<file path="src/rtl/rx_samp_pkg.sv">
// Package rx_samp_pkg: shared types, constants and helpers for the UART RX oversampling voter.
//   samp_state_e      - capture FSM state (StIdle / StCollect / StDone)
//   MAX_SAMPLES       - largest supported sample count
//   K                 - half-window of the default 3-sample configuration
//   popcount_gt_half  - majority of the low n bits of a MAX_SAMPLES-wide vector
package rx_samp_pkg;

  localparam int unsigned MAX_SAMPLES     = 7;
  localparam int unsigned DEF_NUM_SAMPLES = 3;
  localparam int unsigned K               = (DEF_NUM_SAMPLES - 1) / 2;

  typedef enum logic [1:0] {
    StIdle,
    StCollect,
    StDone
  } samp_state_e;

  function automatic logic popcount_gt_half(input logic [MAX_SAMPLES-1:0] s,
                                            input int unsigned n);
    int unsigned cnt;
    cnt = 0;
    for (int unsigned i = 0; i < MAX_SAMPLES; i++) begin
      if (i < n && s[i]) cnt++;
    end
    return cnt > (n - 1) / 2;
  endfunction

endpackage

</file>
<file path="src/rtl/rx_oversample_voter_if.sv">
// Interface rx_oversample_voter_if: sampling handshake between the RX bit counter and the voter.
//   data_samp_en, edge_cnt, RX_IN, prescale  - driven by the master (RX FSM side)
//   sampled_bit, sample_valid, cfg_err       - driven by the slave (voter)
//   noise_flag                               - slave output, present only with RX_SAMP_NOISE_FLAG_EN
interface rx_oversample_voter_if #(
  parameter int unsigned PRESCALE_W = 6
);
  logic                  data_samp_en;
  logic [PRESCALE_W-1:0] edge_cnt;
  logic                  RX_IN;
  logic [PRESCALE_W-1:0] prescale;
  logic                  sampled_bit;
  logic                  sample_valid;
  logic                  cfg_err;
`ifdef RX_SAMP_NOISE_FLAG_EN
  logic                  noise_flag;

  modport master (
    output data_samp_en, edge_cnt, RX_IN, prescale,
    input  sampled_bit, sample_valid, cfg_err, noise_flag
  );
  modport slave (
    input  data_samp_en, edge_cnt, RX_IN, prescale,
    output sampled_bit, sample_valid, cfg_err, noise_flag
  );
`else
  modport master (
    output data_samp_en, edge_cnt, RX_IN, prescale,
    input  sampled_bit, sample_valid, cfg_err
  );
  modport slave (
    input  data_samp_en, edge_cnt, RX_IN, prescale,
    output sampled_bit, sample_valid, cfg_err
  );
`endif
endinterface

</file>
<file path="src/rtl/rx_majority_vote.sv">
// rx_majority_vote: combinational majority of NUM_SAMPLES captured bits.
//   samples    in   captured RX samples
//   vote       out  1 when more than half of the samples are 1
//   all_equal  out  all samples identical (only with RX_SAMP_NOISE_FLAG_EN)
module rx_majority_vote
  import rx_samp_pkg::*;
#(
  parameter int unsigned NUM_SAMPLES = 3
) (
  input  logic [NUM_SAMPLES-1:0] samples,
  output logic                   vote
`ifdef RX_SAMP_NOISE_FLAG_EN
  ,
  output logic                   all_equal
`endif
);

  logic [MAX_SAMPLES-1:0] padded;

  always_comb begin
    padded = '0;
    padded[NUM_SAMPLES-1:0] = samples;
  end

  assign vote = popcount_gt_half(padded, NUM_SAMPLES);

`ifdef RX_SAMP_NOISE_FLAG_EN
  assign all_equal = (samples == '0) || (samples == '1);
`endif

endmodule

</file>
<file path="src/rtl/rx_oversample_voter.sv">
// rx_oversample_voter: captures NUM_SAMPLES copies of RX_IN centred on mid-bit, majority-votes
// them and emits a registered bit with a one-cycle valid strobe.
//   clk    in  clock
//   ARSTn  in  asynchronous active-low reset
//   bus    rx_oversample_voter_if.slave (data_samp_en, edge_cnt, RX_IN, prescale in;
//          sampled_bit, sample_valid, cfg_err, [noise_flag] out)
// Optional feature macro: RX_SAMP_NOISE_FLAG_EN adds the registered noise_flag output.
module rx_oversample_voter
  import rx_samp_pkg::*;
#(
  parameter int unsigned PRESCALE_W  = 6,
  parameter int unsigned NUM_SAMPLES = 2 * K + 1
) (
  input logic                       clk,
  input logic                       ARSTn,
  rx_oversample_voter_if.slave      bus
);

  localparam int unsigned SAMP_K       = (NUM_SAMPLES - 1) / 2;
  // One extra bit so window indices past the prescale range never alias a real edge_cnt.
  localparam int unsigned IDX_W        = PRESCALE_W + 1;
  localparam int unsigned MIN_PRESCALE = (NUM_SAMPLES + 1 > 4) ? NUM_SAMPLES + 1 : 4;
  localparam logic [IDX_W-1:0] K_IDX   = IDX_W'(SAMP_K);

  samp_state_e            state_q, state_d;
  logic [NUM_SAMPLES-1:0] samples_q, samples_d;
  logic [NUM_SAMPLES-1:0] mask_q, mask_d;
  logic                   bit_q, bit_d;
  logic                   valid_q, valid_d;
  logic                   cfg_err_q, cfg_err_d;
  logic                   vote;
  logic [IDX_W-1:0]       half_idx, first_idx;
  logic [NUM_SAMPLES-1:0] hit;
`ifdef RX_SAMP_NOISE_FLAG_EN
  logic                   noise_q, noise_d;
  logic                   all_equal;
`endif

  rx_majority_vote #(
    .NUM_SAMPLES (NUM_SAMPLES)
  ) u_vote (
    .samples   (samples_q),
`ifdef RX_SAMP_NOISE_FLAG_EN
    .all_equal (all_equal),
`endif
    .vote      (vote)
  );

  // center = half - 1; first = center - K, clamped at 0 (checked as half <= K to avoid underflow).
  always_comb begin
    half_idx  = {2'b00, bus.prescale[PRESCALE_W-1:1]};
    first_idx = (half_idx <= K_IDX) ? '0 : half_idx - K_IDX - IDX_W'(1);
    hit       = '0;
    for (int unsigned i = 0; i < NUM_SAMPLES; i++) begin
      hit[i] = ({1'b0, bus.edge_cnt} == first_idx + IDX_W'(i));
    end
  end

  assign cfg_err_d = bus.prescale[0] | (bus.prescale < PRESCALE_W'(MIN_PRESCALE));

  always_comb begin
    state_d   = state_q;
    samples_d = samples_q;
    mask_d    = mask_q;
    bit_d     = bit_q;
    valid_d   = 1'b0;
`ifdef RX_SAMP_NOISE_FLAG_EN
    noise_d   = noise_q;
`endif
    if (!bus.data_samp_en) begin
      state_d   = StIdle;
      samples_d = '0;
      mask_d    = '0;
`ifdef RX_SAMP_NOISE_FLAG_EN
      noise_d   = 1'b0;
`endif
    end else begin
      unique case (state_q)
        StIdle: state_d = StCollect;
        StCollect: begin
          if (&mask_q) begin
            bit_d     = vote;
            valid_d   = 1'b1;
`ifdef RX_SAMP_NOISE_FLAG_EN
            noise_d   = ~all_equal;
`endif
            samples_d = '0;
            mask_d    = '0;
            // A window ending on the last edge lands the vote on the next bit's edge 0.
            state_d   = (bus.edge_cnt == '0) ? StCollect : StDone;
          end else if (bus.edge_cnt == '0) begin
            // Bit boundary with an incomplete window: drop partial samples and restart.
            samples_d = '0;
            mask_d    = '0;
          end
          if (!(&mask_q) || bus.edge_cnt == '0) begin
            for (int unsigned i = 0; i < NUM_SAMPLES; i++) begin
              if (hit[i]) begin
                samples_d[i] = bus.RX_IN;
                mask_d[i]    = 1'b1;
              end
            end
          end
        end
        StDone: begin
          if (bus.edge_cnt == '0) begin
            samples_d = '0;
            mask_d    = '0;
            state_d   = StCollect;
          end
        end
        default: state_d = StIdle;
      endcase
    end
  end

  always_ff @(posedge clk or negedge ARSTn) begin
    if (!ARSTn) begin
      state_q   <= StIdle;
      samples_q <= '0;
      mask_q    <= '0;
      bit_q     <= 1'b0;
      valid_q   <= 1'b0;
      cfg_err_q <= 1'b0;
`ifdef RX_SAMP_NOISE_FLAG_EN
      noise_q   <= 1'b0;
`endif
    end else begin
      state_q   <= state_d;
      samples_q <= samples_d;
      mask_q    <= mask_d;
      bit_q     <= bit_d;
      valid_q   <= valid_d;
      cfg_err_q <= cfg_err_d;
`ifdef RX_SAMP_NOISE_FLAG_EN
      noise_q   <= noise_d;
`endif
    end
  end

  assign bus.sampled_bit  = bit_q;
  assign bus.sample_valid = valid_q;
  assign bus.cfg_err      = cfg_err_q;
`ifdef RX_SAMP_NOISE_FLAG_EN
  assign bus.noise_flag   = noise_q;
`endif

endmodule

</file>
<file path="src/flat_wrapper.sv">
// flat-port wrapper written by rule: the top's interface ports become plain ports
module rx_oversample_voter_flat import rx_samp_pkg::*;
#(
  parameter int unsigned PRESCALE_W  = 6,
  parameter int unsigned NUM_SAMPLES = 2 * K + 1
)
  (clk, ARSTn, bus_data_samp_en, bus_edge_cnt, bus_RX_IN, bus_prescale, bus_sampled_bit, bus_sample_valid, bus_cfg_err);
  rx_oversample_voter_if #(.PRESCALE_W(PRESCALE_W)) bus_i ();
  input logic clk;
  input logic ARSTn;
  input wire logic [$bits(bus_i.data_samp_en)-1:0] bus_data_samp_en;
  input wire logic [$bits(bus_i.edge_cnt)-1:0] bus_edge_cnt;
  input wire logic [$bits(bus_i.RX_IN)-1:0] bus_RX_IN;
  input wire logic [$bits(bus_i.prescale)-1:0] bus_prescale;
  output wire logic [$bits(bus_i.sampled_bit)-1:0] bus_sampled_bit;
  output wire logic [$bits(bus_i.sample_valid)-1:0] bus_sample_valid;
  output wire logic [$bits(bus_i.cfg_err)-1:0] bus_cfg_err;
  assign bus_i.data_samp_en = bus_data_samp_en;
  assign bus_i.edge_cnt = bus_edge_cnt;
  assign bus_i.RX_IN = bus_RX_IN;
  assign bus_i.prescale = bus_prescale;
  assign bus_sampled_bit = bus_i.sampled_bit;
  assign bus_sample_valid = bus_i.sample_valid;
  assign bus_cfg_err = bus_i.cfg_err;
  rx_oversample_voter #(.PRESCALE_W(PRESCALE_W), .NUM_SAMPLES(NUM_SAMPLES)) u_core (.clk(clk), .ARSTn(ARSTn), .bus(bus_i));
endmodule
</file>
<file path="config.mk">
export PLATFORM = sky130hd
export DESIGN_NAME = rx_oversample_voter_flat
export DESIGN_NICKNAME = d
export VERILOG_FILES = /design/src/rtl/rx_samp_pkg.sv /design/src/rtl/rx_oversample_voter_if.sv /design/src/rtl/rx_majority_vote.sv /design/src/rtl/rx_oversample_voter.sv /design/src/flat_wrapper.sv
export SDC_FILE = /design/constraint.sdc
export NUM_CORES = 1
export LEC_CHECK = 0
export CAP_MARGIN = 20
export CORE_ASPECT_RATIO = 0.9
export CORE_UTILIZATION = 55
export DETAILED_ROUTE_END_ITERATION = 8
export PLACE_DENSITY = 0.76
export RECOVER_POWER = 100
export SKIP_CTS_REPAIR_TIMING = 1
export SLEW_MARGIN = 20
export SYNTH_ARGS = -nofsm -noshare
export SYNTH_HDL_FRONTEND = slang
export SYNTH_HIERARCHICAL = 1
export SYNTH_SLANG_ARGS = --single-unit
export TNS_END_PERCENT = 5
</file>
<file path="constraint.sdc">
create_clock -name clk -period 4.4 [get_ports clk]
set_clock_uncertainty 0.1 [all_clocks]
set_input_delay 0.88 -clock clk [delete_from_list [all_inputs] [get_ports clk]]
set_output_delay 0.88 -clock clk [all_outputs]
set_load 0.02 [all_outputs]
</file>
* Word level (Yosys, flattened, before mapping) *
Cells that the tools add are included.
Widths: inputs -> output; s select.

storage, ports and cells
  output and inout bits = 3
  word-level logic and storage cells = 59
  register bits = 11
  input bits = 16

operators by class
  reduce and logical (&&, ||, !) cells = 7
  $add $sub $neg = 6
  bitwise operators = 1
  multiplexer cells = 28
  order comparisons = 3
  equal/unequal tests = 8

operators by type and width
  cell                   number
  $add 32x1->32 const B  2
  $mux 32                2
  $gt 32x1->1 const B    1
  $mux 3                 8
  $eq 6x7->1             3
  $pmux 3 s2             2
  $mux 1                 10
  $mux 2                 4
  $add 7x1->7 const B    1
  $add 7x2->7 const B    1
  $mux 7                 1
  $sub 7x1->7 const B    1
  $logic_not 6->1        1
  $lt 6x3->1 const B     1
  $ne 3x2->1 const B     2
  $pmux 2 s3             1
  $sub 5x1->6 const B    1
  $le 5x1->1 const B     1
  $reduce_and 5->1       1
  $ne 3x1->1 const B     1
  $reduce_and 3->1       1
  $eq 2x1->1 const B     1
  $eq 2x2->1 const B     1
  $logic_not 2->1        1
  4 further kinds        4

* Longest topological paths before layout *
Gate-level depths: netlist of the first run.

  depth after elaboration = 9
  mapped depth = 16
  mapped depth without buffers = 14

* Modules after synthesis *
Netlist of the first run, hierarchy kept.

by module, submodules not included
  module               cells each  seq. area each (um^2)  times used  area each (um^2)
  rx_oversample_voter  197         275.3                  1           1506.4
  rx_majority_vote     7           0.0                    1           51.3

* Worst setup path before layout of the first run *
OpenSTA, ideal clock, no wires.

  path kind = input-to-reg
  start point = input bus_prescale[1]
  end point = register u_core.samples_q[1]
  setup time = 0.087 ns
  slack = 0.221 ns
  data arrival time = 3.992 ns
  required time = 4.213 ns
  cell stages on the path = 16
  buffers on the path = 2
  cell sequence = buf_2 inv_1 ha_1 buf_4 o21bai_1 nor3_1 nor2_1 ha_1 xnor2_1 xnor2_1 a31oi_1 o22ai_1 nand4b_1 a2111o_1 or4_1 o211ai_1

on the way
  longest elaborated chain between the ends = 9
  elaborated cells between the ends (all ways) = 10
  those cells by class = add/sub: 3; order compare: 1; eq/ne: 1; mux: 5

ends and longest elaborated chain
  what                  line                        source
  from (decl)           flat_wrapper.sv:14          input wire logic [$bits(bus_i.prescale)-1:0] bus_prescale;
  $sub 5x1->6           rx_oversample_voter.sv:52   first_idx = (half_idx <= K_IDX) ? '0 : half_idx - K_IDX - IDX_W'(1);
  $sub 7x1->7           rx_oversample_voter.sv:52
  $mux 7 *              rx_oversample_voter.sv:52
  $add 7x1->7 *         rx_oversample_voter.sv:55   hit[i] = ({1'b0, bus.edge_cnt} == first_idx + IDX_W'(i));
  $eq 6x7->1 *          rx_oversample_voter.sv:55
  $mux 1 *              rx_oversample_voter.sv:98   if (hit[i]) begin
  $mux 3 *              rx_oversample_voter.sv:96   if (!(&mask_q) || bus.edge_cnt == '0) begin
  $pmux 3 s2 *          rx_oversample_voter.sv:78   unique case (state_q)
  $mux 3 *              rx_oversample_voter.sv:70   if (!bus.data_samp_en) begin
  to (signal assigned)  rx_oversample_voter.sv:130  samples_q <= samples_d;
  to (decl)             rx_oversample_voter.sv:26   logic [NUM_SAMPLES-1:0] samples_q, samples_d;

Mark *: on every way between the ends. The rest lies on a longest branch, timed or not.
A chain may end at the register's enable or synchronous reset.

* Worst setup path after layout of the first run *
Ends and elaborated chain as after synthesis.

==> flow_summary.yaml, run 1 <==
synth:
  synth.distinct_cells: 61
  yosysSeqAreaShare: 0.1767
  syn_inst: 204
  ys.flop_type: "dfrtp_1"
  async_flop_share: 1.000
  synth_edf_count: 0
  yosys_warnings: 6
  syn_area_um2: 1558
  synth-seq-cells: 11
  avgSynthCellArea_um2: 7.636
  synth_fp_nets: 227
timing:
  hold_violations: 0
  relSlewSlack: 0.5939
  maxSlewViolCount: 0
  worst_pin_slew_ps: 605.5
  timing.final.crit_share: 0.9390
  finalSetupTns_ps: 0
  fin_ws_ps: 268.3
  rsz0062_at_grt: "no"
  final.min_clock_period_ps: 4132
  finalSetupViolations: 0
  max_freq_mhz: 242.0
grt:
  grt_usage: 0.3172
  antenna_found_initial: 0
  grt_start_max_net_pins: 12
  grt_overflow: 0
  grt_pass1_vias: 1557
  grt_first_pass_wirelength_um: 7272
critical_path:
  r2r_start: "u_core/state_q[0]$_DFFE_PN0P_"
  crit_start: "bus_prescale[1]"
  cp_slowest_cell: "clkdlybuf4s50_1"
  cp_top_family: "simple AND/OR/NAND/NOR gates"
  r2r_setup_slack_ps: 2460
  critPathMaxStageDelay_ps: 480
  critical_path_class: "in2reg"
  path_buf_inv: 2
  cp-endpoint: "u_core/samples_q[1]$_DFFE_PN0P_"
  r2r_end: "u_core/samples_q[2]$_DFFE_PN0P_"
  startpoint_type: "input pin"
  crit_arrival_ps: 4240
  worstPathRequired_ps: 4510
  endpoint_kind: "register"
  path_depth: 15
  worstPathCellList: "clkdlybuf4s50_1 -> inv_1 -> ha_1 -> o21bai_1 -> nor3_1 -> nor2_1 -> ha_1 -> xnor2_1 -> xnor2_1 -> a31oi_1 -> o22ai_1 -> nand4b_1 -> a2111o_1 -> or4_1 -> o211ai_1"
  cp_max_fo: 7
  ff2ff_path_depth: 4
die:
  io_pins: 19
  fp.dieW_um: 58.10
  die_y_um: 52.49
  coreArea_um2: 2574
  rows: 17
  die_area_um2: 3049
  initial_utilization: 0.6053
clock_network:
  clkLatencyLatePin_ps: 290
  htreeDepth: 1
  cts_num_sinks: 11
  clk_pin_slew_worst_paths_ps: 70
  cts_buffers: 3
  clockBufferDepth: 2
  tritoncts: "yes"
  clock-root-buffer: "clkbuf_4"
placed_design:
  dpl.cell_count: 263
  port_buffers: 18
  dpl.hpwl_um: 3475
  place.gp.congestion: 1.009
  pre_cts_slack_ps: 39.78
min_path:
  min_from: "u_core/bus.sampled_bit$_DFFE_PN0P_"
  min_path_cells: 1
  hold_path.class: "reg2reg"
power:
  leakagePower_nw: 0.8086
  p_total_uw: 357.5
  ir_drop_v: 0.0001006
  p_per_area_nw_per_um2: 191.0
routing:
  final_antenna_net_count: 0
  avgViaCountPerCell: 6.498
  drc: 0
  first_pass_iters: 5
  vias: 1735
  drt_iter0_markers: 116
  totalWireLength_um: 4426
  wire_per_inst_um: 16.58
final_layout:
  drive_gt1_frac: 0.1179
  area_growth_syn_to_layout_pct: 20.16
  nNetsFinal: 253
  utilization: 0.7273
  insertedDiodeCount: 0
  final_cells: 267
status:
  status: "finished, final reports clean"
flow_run:
  drv_cap: 0
[how the worst min path moves through the flow]
stage | to
after CTS | u_core/mask_q[2]$_DFFE_PN0P_
after detailed placement | u_core/mask_q[2]$_DFFE_PN0P_
after global routing | u_core/bus.sampled_bit$_DFFE_PN0P_
after floorplan | u_core/mask_q[2]$_DFFE_PN0P_
after global placement | u_core/mask_q[2]$_DFFE_PN0P_
final | u_core/bus.sampled_bit$_DFFE_PN0P_
[per-stage QoR]
stage	hold WS, ps	area, um^2
after global routing	432.7	1872
after floorplan	349.2	1558
final	413.4	1872
after global placement	377.0	1846
after detailed placement	402.8	1846
after CTS	418.8	1872
[cells in the mapped netlist (6+ instances only)]
cell type | number | area share
nor2_1 | 20 | 0.048
nand2_1 | 17 | 0.041
inv_1 | 13 | 0.031
a21oi_1 | 12 | 0.039
dfrtp_1 | 11 | 0.18
xnor2_1 | 10 | 0.056
o21ai_0 | 9 | 0.029
clkbuf_1 | 8 | 0.019
ha_1 | 7 | 0.056
a31oi_1 | 6 | 0.024
[report_power, final]
| part | leakage [nW] | switching [mW] | internal, mW |
|---|---|---|---|
| combinational | 0.645 | 0.0955 | 0.0805 |
| clock | 0.0150 | 0.0399 | 0.0353 |
| sequential | 0.148 | 0.00297 | 0.103 |
[state kept, by name (all words and copies together) (netlist names)]
register	count
u_core/mask_q	3
u_core/samples_q	3
u_core/state_q	2
u_core/bus.cfg_err	1
u_core/bus.sample_valid	1
u_core/bus.sampled_bit	1
[cells by family after synthesis]
kind of cell             after synthesis  synth area share
AO/OA/AOI/OAI                         61            0.2851
XOR/XNOR                              18            0.1285
adder cells (fa/ha/maj)                8           0.06265
buffers and inverters                 27           0.07228
flip-flops                            11            0.1767
multiplexers                           3           0.02008
AND/OR/NAND/NOR                       76            0.2546
[layer usage]
metal / GRT usage / vias up / part of all wire
met1: 0.4475 / 802 / 0.44
met2: 0.4943 / 120 / 0.44
met3: 0.06420 / 12 / 0.11
met5: 0 / - / 0
met4: 0.07937 / 0 / 0.013
li1: - / 801 / -
[final cells by class]
cell class                 count  area (um^2)
multi-input combinational    166         1170
fill                         211        701.9
timing repair buffer          34        300.3
sequential                    11        275.3
inverter                      14        52.55
tap                           38        47.55
clock buffer                   4        26.28
[cell usage in the layout, fill, tap and decap left out, types with 5 or more instances in the layout]
cell type | netlist | routed
nor2_1 | 20 | 20
nand2_1 | 17 | 17
buf_4 | 2 | 15
inv_1 | 13 | 13
a21oi_1 | 12 | 12
clkdlybuf4s50_1 | 0 | 11
dfrtp_1 | 11 | 11
xnor2_1 | 10 | 10
o21ai_0 | 9 | 9
dlygate4sd3_1 | 0 | 7
ha_1 | 7 | 7
a31oi_1 | 6 | 6
nor3_1 | 5 | 5
nand3_1 | 5 | 5
nand2b_1 | 5 | 5
xor2_1 | 5 | 5
Power figures use the tool's default switching activity.
==> run 2: changes to the inputs <==
Clock period 4.4 ns to 5.03 ns, I/O delays scaled along.
==> flow_summary.yaml, run 2 (synthesized netlist as in run 1, its figures left out) <==
final_layout:
  drive_gt1_frac: 0.07763
  nNetsFinal: 243
  area_growth_syn_to_layout_pct: 15.34
  top_regs: "u_core/mask_q: 3 flops, u_core/samples_q: 3 flops, u_core/state_q: 2 flops"
  insertedDiodeCount: 0
  most-common-layout-cells: "20 x nor2_1, 17 x nand2_1, 13 x inv_1"
  final_common_cell: "nor2_1"
  final_cells: 257
power:
  leakagePower_nw: 0.7618
  ir_drop_v: 0.0001094
  p_per_area_nw_per_um2: 166.6
clock_network:
  clk_pin_slew_worst_paths_ps: 70
  clock-root-buffer: "clkbuf_4"
  clkLatencyLatePin_ps: 270
  tritoncts: "yes"
  cts_num_sinks: 11
  clockBufferDepth: 2
  cts_buffers: 3
  htreeDepth: 1
routing:
  drc: 0
  wire_per_inst_um: 15.80
  final_antenna_net_count: 0
  vias: 1667
  drt_iter0_markers: 120
  totalWireLength_um: 4061
  first_pass_iters: 4
  avgViaCountPerCell: 6.486
min_path:
  hold_path.class: "reg2reg"
critical_path:
  worstPathCellList: "dlygate4sd3_1 -> inv_1 -> ha_1 -> o21bai_1 -> nor3_1 -> nor2_1 -> ha_1 -> xnor2_1 -> xnor2_1 -> a31oi_1 -> o22ai_1 -> nand4b_1 -> a2111o_1 -> or4_1 -> o211ai_1"
  cp_max_fo: 9
  crit_arrival_ps: 4670
  cp_slowest_cell: "dlygate4sd3_1"
  endpoint_kind: "register"
  startpoint_type: "input pin"
  critical_path_class: "in2reg"
  r2r_setup_slack_ps: 3120
  critPathMaxStageDelay_ps: 560
  worstPathRequired_ps: 5120
timing:
  finalSetupTns_ps: 0
  hold_violations: 0
  final.min_clock_period_ps: 4579
  fin_ws_ps: 450.6
  maxSlewViolCount: 0
  worst_pin_slew_ps: 649.7
  finalSetupViolations: 0
  rsz0062_at_grt: "no"
  timing.final.crit_share: 0.9104
  max_freq_mhz: 218.4
  relSlewSlack: 0.5635
  whs_ps: 378.3
status:
  status: "finished, final reports clean"
placed_design:
  dpl.hpwl_um: 3220
  port_buffers: 18
  dpl.cell_count: 253
  place.gp.congestion: 1.006
  pre_cts_slack_ps: 357.8
die:
  coreArea_um2: 2574
  initial_utilization: 0.6053
  rows: 17
  io_pins: 19
  die_y_um: 52.49
  fp.dieW_um: 58.10
  die_area_um2: 3049
grt:
  grt_overflow: 0
  antenna_found_initial: 0
  grt_start_max_net_pins: 14
  grt_first_pass_wirelength_um: 6837
  grt_pass1_vias: 1469
  grt_usage: 0.2931
flow_run:
  drv_cap: 0
-- run 2: cell count changes in the layout (fill, tap and decap cells not counted), sizes merged --
cell,previous run,this run
buf,15,6
clkbuf,5,4
clkdlybuf4s50,11,10
dlygate4sd3,7,8
-- run 2: stage by stage --
step	instance area, um^2	util	power [mW]
floorplan	1558	-	0.1965
global placement	1770	0.6879	0.2332
detailed placement	1770	0.6879	0.2380
CTS	1797	0.6981	0.2976
global route	1797	0.6981	0.3181
finish	1797	0.6981	0.2993
-- run 2: path summary, 6_finish.rpt --
kind,startpoint,to,cells past startpoint
worst min-delay path,u_core/mask_q[2]$_DFFE_PN0P_,u_core/mask_q[2]$_DFFE_PN0P_,2
max in group asynchronous,ARSTn,u_core/mask_q[2]$_DFFE_PN0P_,1
min in group asynchronous,ARSTn,u_core/samples_q[2]$_DFFE_PN0P_,1
worst min register to register,u_core/mask_q[2]$_DFFE_PN0P_,u_core/mask_q[2]$_DFFE_PN0P_,2
worst max register to register,u_core/state_q[0]$_DFFE_PN0P_,u_core/samples_q[2]$_DFFE_PN0P_,4
worst max-delay path,bus_prescale[1],u_core/samples_q[1]$_DFFE_PN0P_,15
-- run 2: layout make-up --
cell class | count | area, um^2
sequential | 11 | 275.3
fill | 208 | 777.0
timing repair buffer | 24 | 225.2
tap | 38 | 47.55
inverter | 14 | 52.55
clock buffer | 4 | 26.28
multi-input combinational | 166 | 1170
-- run 2: worst max-delay path: cells and delay by family --
kind | cells | cell delay, ps
AOI/OAI and AO/OA | 5 | 900
and+or+nand+nor | 4 | 980
xor gates and xnor gates | 2 | 440
buffers and inverters | 2 | 710
adders and majority gates | 2 | 620
-- run 2: routing by layer --
metal  vias to the layer above  wire length (um)  track usage
li1                        781                 -            -
met1                       791              1912       0.4350
met2                        88              1755       0.4521
met3                         7               349      0.04691
met4                         0                44      0.04365
met5                         -                 0            0
-- run 2: report_power, final --
group | internal, mW | leakage [nW] | switching, mW
logic | 0.0648 | 0.599 | 0.0821
clock network | 0.0307 | 0.0150 | 0.0288
registers | 0.0904 | 0.148 | 0.00252
total | 0.186 | 0.762 | 0.113
==> run 3: changes to the inputs <==
Settings changed: ABC_AREA set to 1, PLACE_DENSITY 0.76 to 0.77.
==> flow_summary.yaml, run 3 <==
routing:
  drt_iter0_markers: 85
  wire_per_inst_um: 13.10
  final_antenna_net_count: 0
  totalWireLength_um: 3681
  drc: 0
  avgViaCountPerCell: 5.516
  vias: 1550
  first_pass_iters: 5
timing:
  finalSetupTns_ps: 0
  max_freq_mhz: 233.1
  final.min_clock_period_ps: 4290
  finalSetupViolations: 0
  maxSlewViolCount: 0
  relSlewSlack: 0.4765
  timing.final.crit_share: 0.8528
  hold_violations: 0
  worst_pin_slew_ps: 779.2
  rsz0062_at_grt: "no"
status:
  status: "finished, final reports clean"
synth:
  async_flop_share: 1.000
  syn_area_um2: 1343
  synth_edf_count: 0
  ys_top_cells_by_area: "nand2_1 25%, dfrtp_1 21%, nand3_1 9.7%"
  yosys.area.top_type: "nand2_1"
  yosysSeqAreaShare: 0.2050
  syn_inst: 234
  synth_fp_nets: 257
  yosys-top-cells-count: "89 x nand2_1, 31 x inv_1, 26 x nand3_1"
  synth-seq-cells: 11
  synth_most_common_cell: "nand2_1"
  yosys_warnings: 6
  yosysTopAreaCellShare: 0.2488
  synth.distinct_cells: 26
  avgSynthCellArea_um2: 5.737
  ys.flop_type: "dfrtp_1"
clock_network:
  clkLatencyLatePin_ps: 270
  clock-root-buffer: "clkbuf_4"
  tritoncts: "yes"
  clockBufferDepth: 2
  clk_pin_slew_worst_paths_ps: 70
  htreeDepth: 1
  cts_num_sinks: 11
  cts_buffers: 3
critical_path:
  startpoint_type: "input pin"
  crit_arrival_ps: 4360
  endpoint_kind: "register"
  worstPathRequired_ps: 5100
  critical_path_class: "in2reg"
  cp_max_fo: 16
die:
  die_y_um: 48.87
  initial_utilization: 0.5988
  rows: 16
  die_area_um2: 2643
  fp.dieW_um: 54.08
  coreArea_um2: 2242
  io_pins: 19
power:
  leakagePower_nw: 0.8663
  p_per_area_nw_per_um2: 200.1
  ir_drop_v: 0.0002103
final_layout:
  insertedDiodeCount: 0
  area_growth_syn_to_layout_pct: 16.68
  most-common-layout-cells: "89 x nand2_1, 32 x inv_1, 27 x nand3_1"
  final_common_cell: "nand2_1"
  utilization: 0.6987
  nFillCells: 206
  top_regs: "u_core/mask_q: 3 flops, u_core/samples_q: 3 flops, u_core/state_q: 2 flops"
  nNetsFinal: 278
  drive_gt1_frac: 0.06299
min_path:
  hold_path.class: "reg2reg"
grt:
  grt_usage: 0.3053
  grt_overflow: 0
  antenna_found_initial: 0
  grt_pass1_vias: 1317
  grt_start_max_net_pins: 17
  grt_first_pass_wirelength_um: 5892
placed_design:
  port_buffers: 18
  dpl.hpwl_um: 2987
  place.gp.congestion: 0.9191
flow_run:
  drv_cap: 0
-- run 3: where the power goes --
part / switching [mW] / internal [mW]
clock: 0.0312 / 0.0308
sequential: 0.00899 / 0.0969
combinational: 0.0903 / 0.0552
total: 0.130 / 0.183
-- run 3: kinds of logic (layout without fill, tap and decap cells) --
kind of cell,Yosys count,in the layout,share of synthesized area
simple gates,157,157,0.5144
buf+inv,36,56,0.1016
compound gates,17,17,0.07270
flops,11,11,0.2050
fa+ha+maj,7,7,0.06523
xor+xnor,5,5,0.03262
mux,1,1,0.008387
-- run 3: layout make-up --
type	instances	area, um^2	area share
Multi-Input combinational cell	187	923.4	0.5895
Sequential cell	11	275.3	0.1757
Timing Repair Buffer	18	180.2	0.1150
Inverter	34	127.6	0.08147
Tap cell	27	33.78	0.02157
Clock buffer	4	26.28	0.01677
-- run 3: metal layers --
layer | up-vias | share of wire | track usage
met5 | - | 0 | 0
met4 | 0 | 0.0087 | 0.04701
met3 | 7 | 0.071 | 0.05919
met2 | 75 | 0.45 | 0.4671
met1 | 684 | 0.47 | 0.4492
li1 | 784 | - | -
-- run 3: critical path, cell delays in order --
cell and delay, ps:
dlygate4sd3_1 610, inv_1 160, ha_1 230, inv_1 80, nand2_1 60, nand3_1 400, nand2_1 390, inv_1 130
ha_1 320, xnor2_1 140, nand2_1 60, nor2_1 150, nand3_1 90, nor2_1 220, nand4_1 140, nand3_1 100
nand2_1 50
-- run 3: final timing paths --
path,depth (start not counted),slack (ps),from,endpoint
setup / recovery,17,740,bus_prescale[1],u_core/samples_q[1]$_DFFE_PN0P_
hold / removal,1,420,u_core/bus.sampled_bit$_DFFE_PN0P_,u_core/bus.sampled_bit$_DFFE_PN0P_
setup reg to reg,8,2970,u_core/state_q[1]$_DFFE_PN0P_,u_core/mask_q[0]$_DFFE_PN0P_
hold reg to reg,1,420,u_core/bus.sampled_bit$_DFFE_PN0P_,u_core/bus.sampled_bit$_DFFE_PN0P_
max in group asynchronous,1,3450,ARSTn,u_core/bus.cfg_err$_DFF_PN0_
min in group asynchronous,1,1030,ARSTn,u_core/bus.sampled_bit$_DFFE_PN0P_
-- run 3: through the flow --
step	hold WS [ps]	total power [mW]	worst slack [ps]	std cells	area, um^2
after floorplan	368.4	0.2077	2128	234	1343
after global placement	388.0	0.2435	1049	277	1548
after detailed placement	411.7	0.2507	929.7	277	1548
after CTS	419.1	0.3113	1237	281	1574
after global routing	435.5	0.3368	520.6	281	1567
final	421.2	0.3135	740.4	281	1567
